**src/rtl/i2c_master_arbiter_pkg.sv**
```systemverilog
// Shared definitions for the i2c_master round-robin arbiter: FSM states and
// i2c_master control/mode/status bit positions.
package i2c_master_arbiter_pkg;

    typedef enum logic [2:0] {
        ST_IDLE,
        ST_ARB,
        ST_START,
        ST_WAIT_BUSY,
        ST_ACTIVE,
        ST_CLEAR,
        ST_DONE
    } arb_state_e;

    // i2c_master o_status_reg layout: {BUSY,TX_DONE,RX_DONE,TX_ERR,RX_ERR}
    localparam int STAT_BUSY   = 4;
    localparam int STAT_TX_DONE = 3;
    localparam int STAT_RX_DONE = 2;
    localparam int STAT_TX_ERR = 1;
    localparam int STAT_RX_ERR = 0;

    localparam int CTRL_START  = 3;
    localparam int CTRL_CLEAR  = 2;
    localparam int MODE_ADDR10 = 3;
    localparam int MODE_READ   = 2;

    // Reported for aborted or never-started transactions (both error bits).
    localparam logic [4:0] STATUS_ABORT = 5'b00011;

endpackage

```
**src/rtl/i2c_master_arbiter_rr.sv**
```systemverilog
// Combinational round-robin priority rotate: grants the first request at or
// after ptr_i, wrapping to index 0.
module i2c_master_arbiter_rr #(
    parameter int NUM_REQ = 4,
    parameter int IDX_W   = 2
) (
    input  logic [NUM_REQ-1:0] req_i,
    input  logic [IDX_W-1:0]   ptr_i,
    output logic [NUM_REQ-1:0] gnt_o,
    output logic [IDX_W-1:0]   idx_o
);

    logic found;

    // Two constant-index passes: upper segment [ptr..N-1] first, then [0..ptr-1].
    always_comb begin
        gnt_o = '0;
        idx_o = '0;
        found = 1'b0;
        for (int c = 0; c < NUM_REQ; c++) begin
            if (!found && req_i[c] && (IDX_W'(c) >= ptr_i)) begin
                gnt_o[c] = 1'b1;
                idx_o    = IDX_W'(c);
                found    = 1'b1;
            end
        end
        for (int c = 0; c < NUM_REQ; c++) begin
            if (!found && req_i[c] && (IDX_W'(c) < ptr_i)) begin
                gnt_o[c] = 1'b1;
                idx_o    = IDX_W'(c);
                found    = 1'b1;
            end
        end
    end

endmodule

```
**src/rtl/i2c_master_arbiter.sv**
```systemverilog
// Shares one i2c_master among NUM_REQ requesters: round-robin grant, descriptor
// latch, start/clear sequencing with busy-wait and watchdog aborts, result routing.
module i2c_master_arbiter
    import i2c_master_arbiter_pkg::*;
#(
    parameter int NUM_REQ     = 4,
    parameter int WDOG_CYCLES = 2000000,
    parameter int BUSY_WAIT   = 64
) (
    input  logic                  i_clk,
    input  logic                  i_rst_n,
    input  logic [NUM_REQ-1:0]    i_req,
    input  logic [NUM_REQ*10-1:0] i_req_addr,
    input  logic [NUM_REQ*8-1:0]  i_req_byte_cnt,
    input  logic [NUM_REQ*2-1:0]  i_req_mode,
    input  logic [NUM_REQ*8-1:0]  i_req_tx_data,
    output logic [NUM_REQ-1:0]    o_gnt,
    output logic [NUM_REQ-1:0]    o_tx_data_needed,
    output logic [NUM_REQ-1:0]    o_rx_data_valid,
    output logic [7:0]            o_rx_data,
    output logic [NUM_REQ-1:0]    o_done,
    output logic [4:0]            o_status,
    output logic                  o_timeout,
    output logic [9:0]            m_slave_addr,
    output logic [7:0]            m_byte_cnt,
    output logic [3:0]            m_control,
    output logic [3:0]            m_mode,
    output logic [7:0]            m_tx_data,
    input  logic                  m_tx_data_needed,
    input  logic                  m_rx_data_valid,
    input  logic [7:0]            m_rx_data,
    input  logic [4:0]            m_status
);

    localparam int IDX_W = (NUM_REQ > 1) ? $clog2(NUM_REQ) : 1;
    localparam int CNT_MAX = (WDOG_CYCLES > BUSY_WAIT) ? WDOG_CYCLES : BUSY_WAIT;
    localparam int CNT_W = $clog2(CNT_MAX + 1);
    localparam logic [CNT_W-1:0] BUSY_LAST = CNT_W'(BUSY_WAIT - 1);
    localparam logic [CNT_W-1:0] WDOG_LAST = CNT_W'(WDOG_CYCLES - 1);
    localparam logic [IDX_W-1:0] LAST_IDX  = IDX_W'(NUM_REQ - 1);

    arb_state_e          state_q, state_d;
    logic [IDX_W-1:0]    ptr_q, ptr_d;
    logic [IDX_W-1:0]    own_q, own_d;
    logic [NUM_REQ-1:0]  gnt_q, gnt_d;
    logic [CNT_W-1:0]    cnt_q, cnt_d;
    logic [9:0]          addr_q, addr_d;
    logic [7:0]          bcnt_q, bcnt_d;
    logic [1:0]          mode_q, mode_d;
    logic [4:0]          status_q, status_d;
    logic                tmo_q, tmo_d;

    logic [NUM_REQ-1:0]  arb_gnt;
    logic [IDX_W-1:0]    arb_idx;
    logic [IDX_W-1:0]    cur_idx;
    logic [9:0]          sel_addr;
    logic [7:0]          sel_bcnt;
    logic [1:0]          sel_mode;
    logic [7:0]          sel_tx;
    logic                owned;
    logic                tx_live;

    i2c_master_arbiter_rr #(
        .NUM_REQ(NUM_REQ),
        .IDX_W  (IDX_W)
    ) u_rr (
        .req_i (i_req),
        .ptr_i (ptr_q),
        .gnt_o (arb_gnt),
        .idx_o (arb_idx)
    );

    assign owned   = (state_q == ST_START) || (state_q == ST_WAIT_BUSY) ||
                     (state_q == ST_ACTIVE) || (state_q == ST_CLEAR);
    assign tx_live = owned || ((state_q == ST_ARB) && (|arb_gnt));
    assign cur_idx = (state_q == ST_ARB) ? arb_idx : own_q;

    // Descriptor slices follow the arbiter's pick; tx data follows the owner live.
    always_comb begin
        sel_addr = '0;
        sel_bcnt = '0;
        sel_mode = '0;
        sel_tx   = '0;
        for (int k = 0; k < NUM_REQ; k++) begin
            if (IDX_W'(k) == arb_idx) begin
                sel_addr = i_req_addr[10*k +: 10];
                sel_bcnt = i_req_byte_cnt[8*k +: 8];
                sel_mode = i_req_mode[2*k +: 2];
            end
            if (IDX_W'(k) == cur_idx) begin
                sel_tx = i_req_tx_data[8*k +: 8];
            end
        end
    end

    always_comb begin
        state_d  = state_q;
        ptr_d    = ptr_q;
        own_d    = own_q;
        gnt_d    = gnt_q;
        cnt_d    = cnt_q;
        addr_d   = addr_q;
        bcnt_d   = bcnt_q;
        mode_d   = mode_q;
        status_d = status_q;
        tmo_d    = tmo_q;

        case (state_q)
            ST_IDLE: begin
                if (|i_req) state_d = ST_ARB;
            end
            ST_ARB: begin
                if (|arb_gnt) begin
                    gnt_d  = arb_gnt;
                    own_d  = arb_idx;
                    addr_d = sel_addr;
                    bcnt_d = sel_bcnt;
                    mode_d = sel_mode;
                    cnt_d  = '0;
                    tmo_d  = 1'b0;
                    // A zero-length request is reported as failed without touching the master.
                    if (sel_bcnt == 8'd0) begin
                        status_d = STATUS_ABORT;
                        state_d  = ST_DONE;
                    end else begin
                        state_d  = ST_START;
                    end
                end else begin
                    state_d = ST_IDLE;
                end
            end
            ST_START: begin
                cnt_d   = '0;
                state_d = ST_WAIT_BUSY;
            end
            ST_WAIT_BUSY: begin
                if (m_status[STAT_BUSY]) begin
                    cnt_d   = cnt_q + 1'b1;
                    state_d = ST_ACTIVE;
                end else if (cnt_q == BUSY_LAST) begin
                    status_d = STATUS_ABORT;
                    tmo_d    = 1'b1;
                    state_d  = ST_CLEAR;
                end else begin
                    cnt_d = cnt_q + 1'b1;
                end
            end
            ST_ACTIVE: begin
                // The watchdog keeps counting from the start pulse, not from BUSY rise.
                if (!m_status[STAT_BUSY]) begin
                    status_d = m_status;
                    state_d  = ST_CLEAR;
                end else if (cnt_q == WDOG_LAST) begin
                    status_d = STATUS_ABORT;
                    tmo_d    = 1'b1;
                    state_d  = ST_CLEAR;
                end else begin
                    cnt_d = cnt_q + 1'b1;
                end
            end
            ST_CLEAR: begin
                state_d = ST_DONE;
            end
            ST_DONE: begin
                ptr_d   = (own_q == LAST_IDX) ? '0 : own_q + 1'b1;
                gnt_d   = '0;
                state_d = (|i_req) ? ST_ARB : ST_IDLE;
            end
            default: begin
                state_d = ST_IDLE;
            end
        endcase
    end

    always_ff @(posedge i_clk or negedge i_rst_n) begin
        if (!i_rst_n) begin
            state_q  <= ST_IDLE;
            ptr_q    <= '0;
            own_q    <= '0;
            gnt_q    <= '0;
            cnt_q    <= '0;
            addr_q   <= '0;
            bcnt_q   <= '0;
            mode_q   <= '0;
            status_q <= '0;
            tmo_q    <= 1'b0;
        end else begin
            state_q  <= state_d;
            ptr_q    <= ptr_d;
            own_q    <= own_d;
            gnt_q    <= gnt_d;
            cnt_q    <= cnt_d;
            addr_q   <= addr_d;
            bcnt_q   <= bcnt_d;
            mode_q   <= mode_d;
            status_q <= status_d;
            tmo_q    <= tmo_d;
        end
    end

    assign o_gnt            = (state_q == ST_ARB) ? arb_gnt : (owned ? gnt_q : '0);
    assign o_tx_data_needed = owned ? (gnt_q & {NUM_REQ{m_tx_data_needed}}) : '0;
    assign o_rx_data_valid  = owned ? (gnt_q & {NUM_REQ{m_rx_data_valid}}) : '0;
    assign o_rx_data        = m_rx_data;
    assign o_done           = (state_q == ST_DONE) ? gnt_q : '0;
    assign o_status         = status_q;
    assign o_timeout        = (state_q == ST_DONE) && tmo_q;

    assign m_slave_addr = addr_q;
    assign m_byte_cnt   = bcnt_q;
    assign m_mode       = {mode_q, 2'b00};
    assign m_control    = {state_q == ST_START, state_q == ST_CLEAR, 2'b00};
    assign m_tx_data    = tx_live ? sel_tx : 8'h00;

endmodule
```
**config.mk**
```make
export PLATFORM = sky130hd
export DESIGN_NAME = i2c_master_arbiter
export DESIGN_NICKNAME = d
export VERILOG_FILES = /design/src/rtl/i2c_master_arbiter_pkg.sv /design/src/rtl/i2c_master_arbiter_rr.sv /design/src/rtl/i2c_master_arbiter.sv
export SDC_FILE = /design/constraint.sdc
export NUM_CORES = 1
export LEC_CHECK = 0
export CAP_MARGIN = 20
export CORE_MARGIN = 1.5
export CORE_UTILIZATION = 40
export DETAILED_ROUTE_END_ITERATION = 8
export GPL_TIMING_DRIVEN = 0
export PLACE_DENSITY = 0.79
export SLEW_MARGIN = 10
export SYNTH_ARGS = -nofsm -noshare
export SYNTH_HDL_FRONTEND = slang
export SYNTH_HIERARCHICAL = 1
export SYNTH_SLANG_ARGS = --single-unit
```
**constraint.sdc**
```tcl
create_clock -name i_clk -period 7.7 [get_ports i_clk]
set_input_delay 2.31 -clock i_clk [delete_from_list [all_inputs] [get_ports i_clk]]
set_output_delay 2.31 -clock i_clk [all_outputs]
set_load 0.05 [all_outputs]
```
**Yosys cells after proc, flatten, opt, wreduce, memory -nomap -nowiden**

Index checks and enable logic that the tools add are counted.

- Register bits after elaboration: 58
- Output and inout bits: 64
- Word-level logic and storage cells: 166

- Add/sub/neg operators: 2
- Order comparisons: 8
- Eq/ne operators: 26
- Mux-type cells: 75
- Bitwise gates (word level): 2
- Reduce and logical (&&, ||, !) cells: 43

Operator list:

| cell | number |
|---|---|
| $mux W21 | 5 |
| $pmux W21 S4 | 1 |
| $mux W8 | 9 |
| $mux W10 | 4 |
| $mux W5 | 6 |
| $mux W2 | 12 |
| $mux W4 | 6 |
| $add A21 B1 Y21 const B | 1 |
| $eq A21 B21 Y1 const B | 1 |
| $eq A21 B6 Y1 const B | 1 |
| $mux W1 | 21 |
| $mux W3 | 7 |
| $pmux W3 S7 | 1 |
| $logic_and A1 B1 Y1 | 17 |
| $pmux W5 S3 | 1 |
| $reduce_and A6 Y1 | 2 |
| $eq A3 B3 Y1 const B | 3 |
| $and A4 B4 Y4 | 2 |
| $eq A2 B2 Y1 const A | 4 |
| $logic_not A8 Y1 | 1 |
| $ne A2 B1 Y1 const B | 4 |
| $ne A2 B2 Y1 const B | 4 |
| $pmux W4 S2 | 1 |
| $reduce_or A4 Y1 | 2 |
| other kinds (22) | 40 |

**Longest topological paths before layout**

Gate-level depths: netlist of run 1.

- Word-level depth: 40
- Depth in mapped cells: 12

**Cells and area by module**

Netlist of run 1, hierarchy kept.

By module, submodules not included:

| module | instances | cells each | area an instance (µm²) | sequential area each (µm²) |
|---|---|---|---|---|
| i2c_master_arbiter | 1 | 366 | 3,846.2 | 1,426.4 |
| i2c_master_arbiter_rr | 1 | 31 | 209.0 | 0.0 |

**Worst setup path after synthesis of run 1**

No wires, ideal clock.

- Path type: input to output
- Start point: input i_req[3]
- End point: output m_tx_data[0]
- Arrival: 4.673 ns
- Data required time: 5.390 ns
- Setup slack: 0.717 ns
- Stages on the path: 8
- Path buffers: 2
- Path through: buf_4 -> nand3b_1 -> o21ai_1 -> a221oi_1 -> buf_1 -> mux2i_1 -> mux4_2 -> nor2b_1

- Longest elaborated chain between the ends: 26
- Elaborated cells on any way between the ends: 41
- Classes of those cells: 3 x eq/ne; 20 x mux; 18 x reduce/logical

RTL lines:

| element | line | source |
|---|---|---|
| start, declared | i2c_master_arbiter.sv:12 | `input logic [NUM_REQ-1:0] i_req,` |
| $logic_and A1 B1 Y1 (2 in series) | i2c_master_arbiter_rr.sv:21 | `if (!found && req_i[c] && (IDX_W'(c) >= ptr_i)) begin` |
| $mux W1 | i2c_master_arbiter_rr.sv:21 |  |
| $logic_not A1 Y1 | i2c_master_arbiter_rr.sv:28 | `if (!found && req_i[c] && (IDX_W'(c) < ptr_i)) begin` |
| $logic_and A1 B1 Y1 (2 in series) | i2c_master_arbiter_rr.sv:28 |  |
| $mux W1 | i2c_master_arbiter_rr.sv:28 |  |
| $logic_not A1 Y1 | i2c_master_arbiter_rr.sv:28 |  |
| $logic_and A1 B1 Y1 (2 in series) | i2c_master_arbiter_rr.sv:28 |  |
| $mux W1 | i2c_master_arbiter_rr.sv:28 |  |
| (+5 left out) | -- |  |
| $logic_and A1 B1 Y1 (2 in series) | i2c_master_arbiter_rr.sv:28 |  |
| $mux W2 * | i2c_master_arbiter_rr.sv:28 |  |
| named net arb_idx[1] | i2c_master_arbiter.sv:54 | `logic [IDX_W-1:0] arb_idx;` |
| $mux W2 * | i2c_master_arbiter.sv:76 | `assign cur_idx = (state_q == ST_ARB) ? arb_idx : own_q;` |
| $logic_not A2 Y1 | i2c_master_arbiter.sv:90 | `if (IDX_W'(k) == cur_idx) begin` |
| $mux W8 (3 in series) | i2c_master_arbiter.sv:90 |  |
| $mux W8 * | i2c_master_arbiter.sv:90 |  |
| $mux W8 * | i2c_master_arbiter.sv:213 | `assign m_tx_data = tx_live ? sel_tx : 8'h00;` |
| end, declared | i2c_master_arbiter.sv:28 | `output logic [7:0] m_tx_data,` |

The timed path passes the listed nets; every way through them passes the cells marked *.

**Worst setup path after layout of run 1**

Same ends and word-level chain as after synthesis.

==> reports/metrics.yaml, run 1 <==
clk_pin_slew_worst_paths_ps: 70
root_buffer: "clkbuf_8"
endpoint_kind: "output pin"
min_path_type: "reg2reg"
critPathArrivalTime_ps: 5110
largest_register_ffs: 21
setup-violations-final: 0
grt_use_total_pct: 22.74
regMostFlops: "cnt_q"
clockBufferDepth: 2
cp.required_ps: 5390
peakVddDrop_mv: 0.1791
area_growth_pct: 55.91
start_kind: "input pin"
numCtsBuffers: 9
internal_power_w: 0.001188
place_inst: 718
num_vias: 4049
p_total_w: 0.002309
crit_type: "in2out"
synth_cells: 397
cts_sinks: 57
reg2reg_slack_ps: 4360
synth_edf_count: 0
seq_power_share_pct: 20.2
min_period_ps: 7418
finalCritPeriodShare_pct: 96.34
regArea_sq_um: 1426
powerDensity_nw_per_um2: 365.2
switching_power_w: 0.001121
wire_per_inst_um: 16.63
reg2regPathDepth: 10
vias_per_cell: 5.516
fill_cells: 834
ys_ff_latch: 57
worstMarginPinSlew_ps: 797.9
clk_latency_ps: 330
antenna_found_initial: 0
fp.dieW_um: 103.7
p_comb_share_pct: 66.5
place.gp.congestion: 0.8805
drv_cap: 0
dpl.hpwl_um: 9825
die_h_um: 103.7
diodes: 0
dpl_cell_area_sq_um: 6083
grt_overflow: 0
final_area_sq_um: 6322
avgSynthCellArea_sq_um: 10.21
final_common_cell: "clkdlybuf4s50_1"
slew_headroom_pct: 46.81
rows: 36
drv_slew: 0
drt_iter0_markers: 222
drive_gt1_share_pct: 18.14
crit_fanout: 10
swShare_pct: 48.56
mostFrequentLayoutCells: "clkdlybuf4s50_1 (174), dfrtp_1 (57), nor2_1 (34)"
worstHoldPathCells: 1
fin_cells: 734
num_io_pins: 197
tritoncts: "done"
yosysUniqueCellTypes: 57
yosys_most_used_dff: "dfrtp_1"
initial_utilization_pct: 41.30
fmax_mhz: 134.8
h-tree-depth: 3
ys_warn_count: 6
core_area_sq_um: 9819
drt-total-wl_um: 12210
drc: 0
synthesis.area_sq_um: 4055
outcome: "complete, no violations"
grt_max_degree: 34
first_pass_iters: 5
fin_nets: 731
hold_violations: 0
cts_setup_buffers: 0
rsz0062_at_grt: "false"
multi_input_area_sq_um: 2410
numPortBuffers: 183
p_leak_nw: 2.591
grt_pass1_vias: 4130
ys_seq_area_share_pct: 35.17
async_reset_ff_share_pct: 100.0
fin_skew_ps: 8.030
pwr-share-clk_pct: 13.3
route.antenna.remaining_nets: 0
die_area_sq_um: 10750
grt_pass1_wl_um: 19840
[cell type report]
class,count,share of cell area [%]
Tap cell,133,2.632
Multi-Input combinational cell,301,38.12
Inverter,5,0.2969
Sequential cell,57,22.56
Timing Repair Buffer,184,29.35
Buffer,38,3.721
Clock inverter,6,1.306
Clock buffer,10,2.019
[critical path, stage by stage]
cell	delay, ps
clkdlybuf4s50_1	470
buf_4	150
nand3b_1	110
o21ai_1	90
a221oi_2	450
buf_2	340
mux2i_2	230
mux4_2	270
nor2b_1	130
dlygate4sd2_1	550
[cells by family after synthesis]
group	Yosys count	share of synthesized area, %
xor+xnor	17	3.672
compound gates	61	10.43
flops	57	35.17
mux	56	23.30
fa+ha+maj	2	0.6170
buf+inv	43	6.233
other cells	1	0.09248
simple gates	160	20.49
[Yosys cell counts, drive strengths merged, types with 3 or more instances]
library cell,n,area (sq um)
nand2,31,116.4
mux2,24,270.3
nor2b,13,81.33
nand4,6,37.54
nand2b,5,31.28
clkbuf,10,40.04
a22oi,5,37.54
a21oi,15,75.07
dfrtp,57,1426
inv,5,18.77
xnor2,16,140.1
nor4,12,75.07
nand3,6,30.03
mux4,28,630.6
o21ai,13,65.06
and3,13,81.33
and2,7,43.79
nor2,35,133.9
a221oi,4,41.29
nor3,18,90.09
o21a,3,22.52
or4,5,37.54
buf,28,193.9
mux2i,4,43.79
[per-stage QoR]
| stage | setup TNS, ps | hold slack, ps | utilization, % | setup slack (ps) |
|---|---|---|---|---|
| 5_1_grt | 0 | 519.5 | 64.39 | 109.9 |
| 3_3_place_gp | -4673 | 483.0 | 61.80 | -600.3 |
| 2_1_floorplan | 0 | 505.3 | - | 717.3 |
| 4_1_cts | 0 | 505.3 | 64.26 | 3.795 |
| 3_5_place_dp | -5151 | 487.6 | 61.95 | -671.0 |
| 6_report | 0 | 502.1 | 64.39 | 282.0 |
[routing by layer]
metal	vias up	GRT usage, %	share of wire, %
met2	203	41.00	51
met1	1946	27.19	40
met3	28	4.091	6.8
met4	0	7.937	2.1
li1	1872	-	-
met5	-	0	0
[worst paths after layout]
| path | startpoint | end |
|---|---|---|
| hold / removal | o_status[3]$_DFFE_PN0P_ | o_status[3]$_DFFE_PN0P_ |
| setup reg to reg | ptr_q[1]$_DFFE_PN0P_ | o_status[1]$_DFFE_PN0P_ |
| min in group asynchronous | i_rst_n | m_slave_addr[2]$_DFFE_PN0P_ |
| setup / recovery | i_req[3] | m_tx_data[0] |
| max in group asynchronous | i_rst_n | state_q[1]$_DFFE_PN0P_ |
| hold reg to reg | o_status[3]$_DFFE_PN0P_ | o_status[3]$_DFFE_PN0P_ |
[power groups by stage]
stage | Combinational, W | Clock (W) | Sequential (W)
2_1_floorplan | 0.000851 | 0 | 0.000680
3_3_place_gp | 0.00152 | 0 | 0.000461
3_5_place_dp | 0.00154 | 0 | 0.000468
4_1_cts | 0.00154 | 0.000310 | 0.000465
5_1_grt | 0.00162 | 0.000323 | 0.000479
6_report | 0.00154 | 0.000307 | 0.000466
[repair_timing]
item                       in CTS  in global routing
gates resized for setup         7                  5
gates cloned                    0                  0
setup endpoints to repair       8                  5
hold buffers                    0                  0
Note: power is estimated with default switching activity, not from simulation.
==> run 2: changes to the inputs <==
--- a/config.mk
+++ b/config.mk
@@ -6,11 +6,12 @@
 export NUM_CORES = 1
 export LEC_CHECK = 0
 export CAP_MARGIN = 20
+export CORE_ASPECT_RATIO = 1.1
 export CORE_MARGIN = 1.5
-export CORE_UTILIZATION = 40
+export CORE_UTILIZATION = 45
 export DETAILED_ROUTE_END_ITERATION = 8
 export GPL_TIMING_DRIVEN = 0
-export PLACE_DENSITY = 0.79
+export PLACE_DENSITY = 0.88
 export SLEW_MARGIN = 10
 export SYNTH_ARGS = -nofsm -noshare
 export SYNTH_HDL_FRONTEND = slang
==> run 2 against run 1 <==
Register-to-register slack got worse by 50 ps. Clock power grew 5%. Combinational power hardly changed. Die area is 11% lower. Clock skew is 1.4 ps higher. Sequential share of layout area about the same. First-iteration DRC count up 43%. Final cell count fell by 2.5%. Routed wire length up 3.9%. Critical endpoint is now m_tx_data[2]. Largest cell class unchanged. Largest power group unchanged.
==> reports/metrics.yaml, run 2 (synthesis gave the netlist of run 1 again) <==
numCtsBuffers: 9  # unchanged
whs_ps: 500.0  # -2.185 ps
area_growth_pct: 56.22
num_io_pins: 197  # unchanged
setup-violations-final: 0  # unchanged
wire_per_inst_um: 17.71  # +6.5%
clk_pin_slew_worst_paths_ps: 70  # about the same
hold_buffers: 0  # unchanged
largest_register_ffs: 21  # unchanged
fp.dieW_um: 93.51  # -9.8%
mostFrequentLayoutCells: "clkdlybuf4s50_1 (174), dfrtp_1 (57), nor2_1 (34)"
vias_per_cell: 5.654  # +2.5%
finalCritPeriodShare_pct: 97.04  # +0.70 points
p_leak_nw: 2.559  # -1.2%
drc: 0  # unchanged
regMostFlops: "cnt_q"
drive_gt1_share_pct: 18.27  # +0.14 points
peakVddDrop_mv: 0.2044  # +14%
initial_utilization_pct: 45.93  # +4.6 points
clockBufferDepth: 2  # unchanged
fin_nets: 732  # +0.14%
drv_cap: 0  # unchanged
die_area_sq_um: 9590  # -11%
dpl.hpwl_um: 10030  # +2.1%
grt_max_degree: 24  # -29%
drv_slew: 0  # unchanged
crit_slowest_cell: "dlygate4sd2_1"
grt_use_total_pct: 26.93  # +4.2 points
place_inst: 700  # -2.5%
tns_ps: 0  # unchanged
critPathArrivalTime_ps: 5160  # +50 ps
fill_cells: 646  # -23%
powerDensity_nw_per_um2: 367.0  # +0.49%
start_kind: "input pin"
first_pass_iters: 5  # unchanged
drt-total-wl_um: 12680  # +3.9%
clk_latency_ps: 330  # about the same
route.antenna.remaining_nets: 0  # unchanged
min_period_ps: 7472  # +53.81 ps
grt_overflow: 0  # unchanged
min_path_type: "reg2reg"
numPortBuffers: 183  # unchanged
place.gp.congestion: 0.8894  # +1.0%
final_common_cell: "clkdlybuf4s50_1"
core_area_sq_um: 8828  # -10%
grt_pass1_wl_um: 19850  # about the same
fmax_mhz: 133.8  # -0.72%
drt_iter0_markers: 317  # +43%
h-tree-depth: 3  # unchanged
root_buffer: "clkbuf_8"
cp.required_ps: 5390  # about the same
cts_sinks: 57  # unchanged
worstMarginPinSlew_ps: 748.9  # -48.96 ps
hold_violations: 0  # unchanged
fin_util_pct: 71.75  # +7.4 points
crit_type: "in2out"
endpoint_kind: "output pin"
num_vias: 4048  # -0.025%
slew_headroom_pct: 50.07  # +3.3 points
outcome: "complete, no violations"
die_h_um: 102.6  # -1.1%
fin_cells: 716  # -2.5%
crit_fanout: 10  # unchanged
path_cells: "clkdlybuf4s50_1 -> buf_4 -> nand3b_1 -> o21ai_1 -> a221oi_2 -> buf_2 -> mux2i_2 -> mux4_2 -> nor2b_1 -> dlygate4sd2_1"
rows: 36  # unchanged
grt_pass1_vias: 4178  # +1.2%
rsz0062_at_grt: "false"
fin_skew_ps: 9.455  # +1.425 ps
diodes: 0  # unchanged
cpPeakStageDelay_ps: 560  # about the same
tritoncts: "done"
antenna_found_initial: 0  # unchanged
reg2reg_slack_ps: 4310  # -50 ps
## run 2: changes by cell type in the layout (fill, tap and decap cells not counted), sizes merged
cell          delta
buf              +1
clkbuf           +2
clkinv           -3
clkinvlp         +1
dlygate4sd2      +5
dlymetal6s2s     -5
## run 2: what timing repair did
| action | CTS | global route |
|---|---|---|
| buffers inserted | 0 | 0 |
| endpoints found under the setup margin | 8 | 0 |
| gates resized for setup | 12 | 0 |
## run 2: area by class of cell
| cell class | count | area (sq um) | area share (%) |
|---|---|---|---|
| Buffer | 38 | 235.2 | 3.713 |
| Clock buffer | 12 | 155.1 | 2.449 |
| Clock inverter | 4 | 75.07 | 1.185 |
| Inverter | 5 | 18.77 | 0.2963 |
| Multi-Input combinational cell | 301 | 2410 | 38.04 |
| Sequential cell | 57 | 1426 | 22.52 |
| Tap cell | 114 | 142.6 | 2.252 |
| Timing Repair Buffer | 185 | 1872 | 29.55 |
## run 2: power breakdown
| part | leakage, nW | switching (W) | total (W) | internal, W |
|---|---|---|---|---|
| combinational | 1.72 | 0.000933 | 0.00153 | 0.000599 |
| sequential | 0.729 | 0.0000729 | 0.000470 | 0.000397 |
| clock | 0.109 | 0.000123 | 0.000323 | 0.000200 |
| total | 2.56 | 0.00113 | 0.00232 | 0.00120 |
## run 2: per-stage QoR
| stage | power (W) | instance area (sq um) | worst slack (ps) |
|---|---|---|---|
| final | 0.002325 | 6335 | 228.2 |
| after global routing | 0.002445 | 6335 | 114.8 |
| after CTS | 0.002324 | 6335 | 220.8 |
| after detailed placement | 0.002014 | 6095 | -680.6 |
| after global placement | 0.001965 | 6045 | -569.9 |
| after floorplan | 0.001531 | 4070 | 717.3 |
## run 2: worst paths after layout
kind,start,endpoint,cells past startpoint
setup / recovery,i_req[3],m_tx_data[2],10
hold / removal,o_status[1]$_DFFE_PN0P_,o_status[1]$_DFFE_PN0P_,1
setup reg to reg,ptr_q[1]$_DFFE_PN0P_,o_status[1]$_DFFE_PN0P_,10
hold reg to reg,o_status[1]$_DFFE_PN0P_,o_status[1]$_DFFE_PN0P_,1
max in group asynchronous,i_rst_n,cnt_q[2]$_DFFE_PN0P_,3
min in group asynchronous,i_rst_n,mode_q[1]$_DFFE_PN0P_,1
## run 2: layer usage
layer | global-route usage (%) | vias to the layer above | routed length, um
met2 | 48.22 | 211 | 6717
li1 | - | 1864 | -
met5 | 0 | - | 0
met3 | 6.268 | 23 | 943
met1 | 31.57 | 1950 | 4741
met4 | 9.790 | 0 | 280
## run 2: worst max-delay path, delay by kind of cell
| family | cells | cell delay [ps] |
|---|---|---|
| AOI/OAI and AO/OA | 2 | 530 |
| buffers and inverters | 4 | 1580 |
| muxes | 2 | 510 |
| and+or+nand+nor | 2 | 240 |
==> run 3: changes to the inputs <==
--- a/config.mk
+++ b/config.mk
@@ -6,9 +6,10 @@
 export NUM_CORES = 1
 export LEC_CHECK = 0
 export CAP_MARGIN = 20
+export CELL_PAD_IN_SITES_DETAIL_PLACEMENT = 0
+export CELL_PAD_IN_SITES_GLOBAL_PLACEMENT = 2
 export CORE_ASPECT_RATIO = 1.1
-export CORE_MARGIN = 1.5
-export CORE_UTILIZATION = 45
+export CORE_UTILIZATION = 26
 export DETAILED_ROUTE_END_ITERATION = 8
 export GPL_TIMING_DRIVEN = 0
 export PLACE_DENSITY = 0.88
==> run 3 against run 2 <==
Via count is 4.3% lower. Clock power is 14% higher. Critical path depth stayed put. Maximum frequency is 0.62% lower. Final cell count is 11% higher. Worst setup slack worse by 47 ps. Design area is 1.6% higher. Die area is 68% higher. Flip-flop and latch count stayed put. Non-clock buffer count is 2 lower. Critical path type unchanged. Largest cell class unchanged.
==> reports/metrics.yaml, run 3 (synthesis gave the netlist of run 1 again) <==
core_area_sq_um: 15170  # +72%
cpPeakStageDelay_ps: 550  # about the same
r2r_end: "o_status[0]$_DFFE_PN0P_"
root_buffer: "clkbuf_16"
diodes: 0  # unchanged
path_cells: "clkdlybuf4s50_1 -> clkbuf_2 -> nand2_1 -> a21oi_1 -> a221oi_2 -> buf_2 -> mux2i_2 -> mux4_2 -> nor2b_1 -> dlygate4sd2_1"
worstMarginPinSlew_ps: 854.5  # +105.5 ps
whs_ps: 504.4  # +4.390 ps
die_area_sq_um: 16100  # +68%
reg2regPathDepth: 10  # unchanged
reg2reg_from: "ptr_q[1]$_DFFE_PN0P_"
start_kind: "input pin"
min_to: "m_slave_addr[6]$_DFFE_PN0P_"
endpoint_kind: "output pin"
drt_iter0_markers: 251  # -21%
reg2reg_slack_ps: 4340  # +30 ps
crit_slowest_cell: "mux2i_2"
drt-total-wl_um: 12910  # +1.8%
outcome: "complete, no violations"
fill_cells: 1489  # +130%
fin_cells: 796  # +11%
num_vias: 3874  # -4.3%
rows: 47  # +31%
fin_nets: 730  # -0.27%
cp.required_ps: 5390  # about the same
numPortBuffers: 183  # unchanged
drv_slew: 0  # unchanged
powerDensity_nw_per_um2: 366.8  # about the same
final_common_cell: "clkdlybuf4s50_1"
initial_utilization_pct: 26.73  # -19 points
fin_skew_ps: 6.062  # -3.393 ps
clk_latency_ps: 320  # about the same
place.gp.congestion: 0.8541  # -4.0%
fmax_mhz: 133.0  # -0.62%
grt_pass1_vias: 3863  # -7.5%
final_area_sq_um: 6435  # +1.6%
numCtsBuffers: 9  # unchanged
worstHoldPathCells: 1  # unchanged
wire_per_inst_um: 16.22  # -8.4%
first_pass_iters: 4  # -1
mostFrequentLayoutCells: "clkdlybuf4s50_1 (174), dfrtp_1 (57), nor2_1 (34)"
die_h_um: 133.0  # +30%
area_growth_pct: 58.69
h-tree-depth: 3  # unchanged
min_period_ps: 7519  # +46.97 ps
crit_type: "in2out"
drv_cap: 0  # unchanged
crit_fanout: 10  # unchanged
cts_setup_buffers: 0  # unchanged
fin_ws_ps: 181.2  # -46.97 ps
place_inst: 780  # +11%
tritoncts: "done"
critPathArrivalTime_ps: 5210  # +50 ps
cts_sinks: 57  # unchanged
setup-violations-final: 0  # unchanged
clk_pin_slew_worst_paths_ps: 50  # -20 ps
route.antenna.remaining_nets: 0  # unchanged
grt_pass1_wl_um: 20330  # +2.4%
clockBufferDepth: 2  # unchanged
hp-start: "m_slave_addr[6]$_DFFE_PN0P_"
antenna_found_initial: 0  # unchanged
dp_slack_ps: -782.6  # -102.0 ps
num_io_pins: 197  # unchanged
vias_per_cell: 4.867  # -14%
peakVddDrop_mv: 0.1721  # -16%
grt_overflow: 0  # unchanged
p_leak_nw: 2.556  # about the same
grt_max_degree: 58  # +140%
drive_gt1_share_pct: 18.17  # -0.11 points
dpl_cell_area_sq_um: 6145  # +0.82%
fin_util_pct: 42.41  # -29 points
fp.dieW_um: 121.1  # +29%
dpl.hpwl_um: 10240  # +2.1%
min_path_type: "reg2reg"
slew_headroom_pct: 43.04  # -7.0 points
drc: 0  # unchanged
rsz0062_at_grt: "false"
grt_use_total_pct: 16.21  # -11 points
hold_violations: 0  # unchanged
finalCritPeriodShare_pct: 97.65  # +0.61 points
largest_register_ffs: 21  # unchanged
regMostFlops: "cnt_q"
==> run 3: cell count changes in the layout (fill, tap and decap cells not counted), sizes merged <==
cell | previous run | this run
buf | 31 | 29
clkinv | 0 | 2
clkbuf | 22 | 20
bufinv | 2 | 0
clkinvlp | 2 | 3
inv | 5 | 6
==> run 3: critical path, delay by kind of cell <==
kind | cells | cell delay (ps)
multiplexers | 2 | 860
buffers and inverters | 4 | 1490
AO/OA/AOI/OAI | 2 | 290
AND/OR/NAND/NOR | 2 | 240
==> run 3: where the power goes <==
| group | switching [W] | total, W | internal, W |
|---|---|---|---|
| sequential | 0.0000667 | 0.000464 | 0.000397 |
| clock | 0.000142 | 0.000368 | 0.000226 |
| combinational | 0.000933 | 0.00153 | 0.000595 |
| total | 0.00114 | 0.00236 | 0.00122 |
==> run 3: area by class of cell <==
type / count / area [sq um] / area share (%)
multi-input cells: 301 / 2410 / 37.45
repair buffers: 183 / 1819 / 28.27
flip-flops and latches: 57 / 1426 / 22.17
well taps: 196 / 245.2 / 3.811
clock buffers: 10 / 239.0 / 3.714
plain buffers: 38 / 235.2 / 3.655
clock inverters: 6 / 41.29 / 0.6416
inverters: 5 / 18.77 / 0.2917
==> run 3: metrics by stage <==
step | power (W) | TNS, ps
finish | 0.002360 | 0
floorplan | 0.001531 | 0
detailed placement | 0.002026 | -5987
global route | 0.002507 | 0
CTS | 0.002385 | 0
global placement | 0.002010 | -5205
==> run 3: worst max path at each step <==
stage	from	endpoint	slack (ps)	depth (start not counted)
6_report	i_req[1]	m_tx_data[3]	180	10
5_1_grt	i_req[3]	m_tx_data[3]	2	10
4_1_cts	i_req[3]	m_tx_data[3]	180	10
3_5_place_dp	i_req[3]	m_tx_data[3]	-780	10
3_3_place_gp	i_req[3]	m_tx_data[3]	-700	10
2_1_floorplan	i_req[3]	m_tx_data[0]	720	8
==> run 3: timing repair <==
item / 4_1_cts / 5_1_grt
gates resized for setup: 12 / 0
setup endpoints to repair: 8 / 0
hold buffers: 0 / 0
==> run 3: routing by layer <==
layer	routed length [um]	GRT usage, %	share of wire, %
met3	558	3.017	4.3
met1	5470	20.29	42
met2	6701	28.06	52
met5	0	0	0
met4	179	4.801	1.4
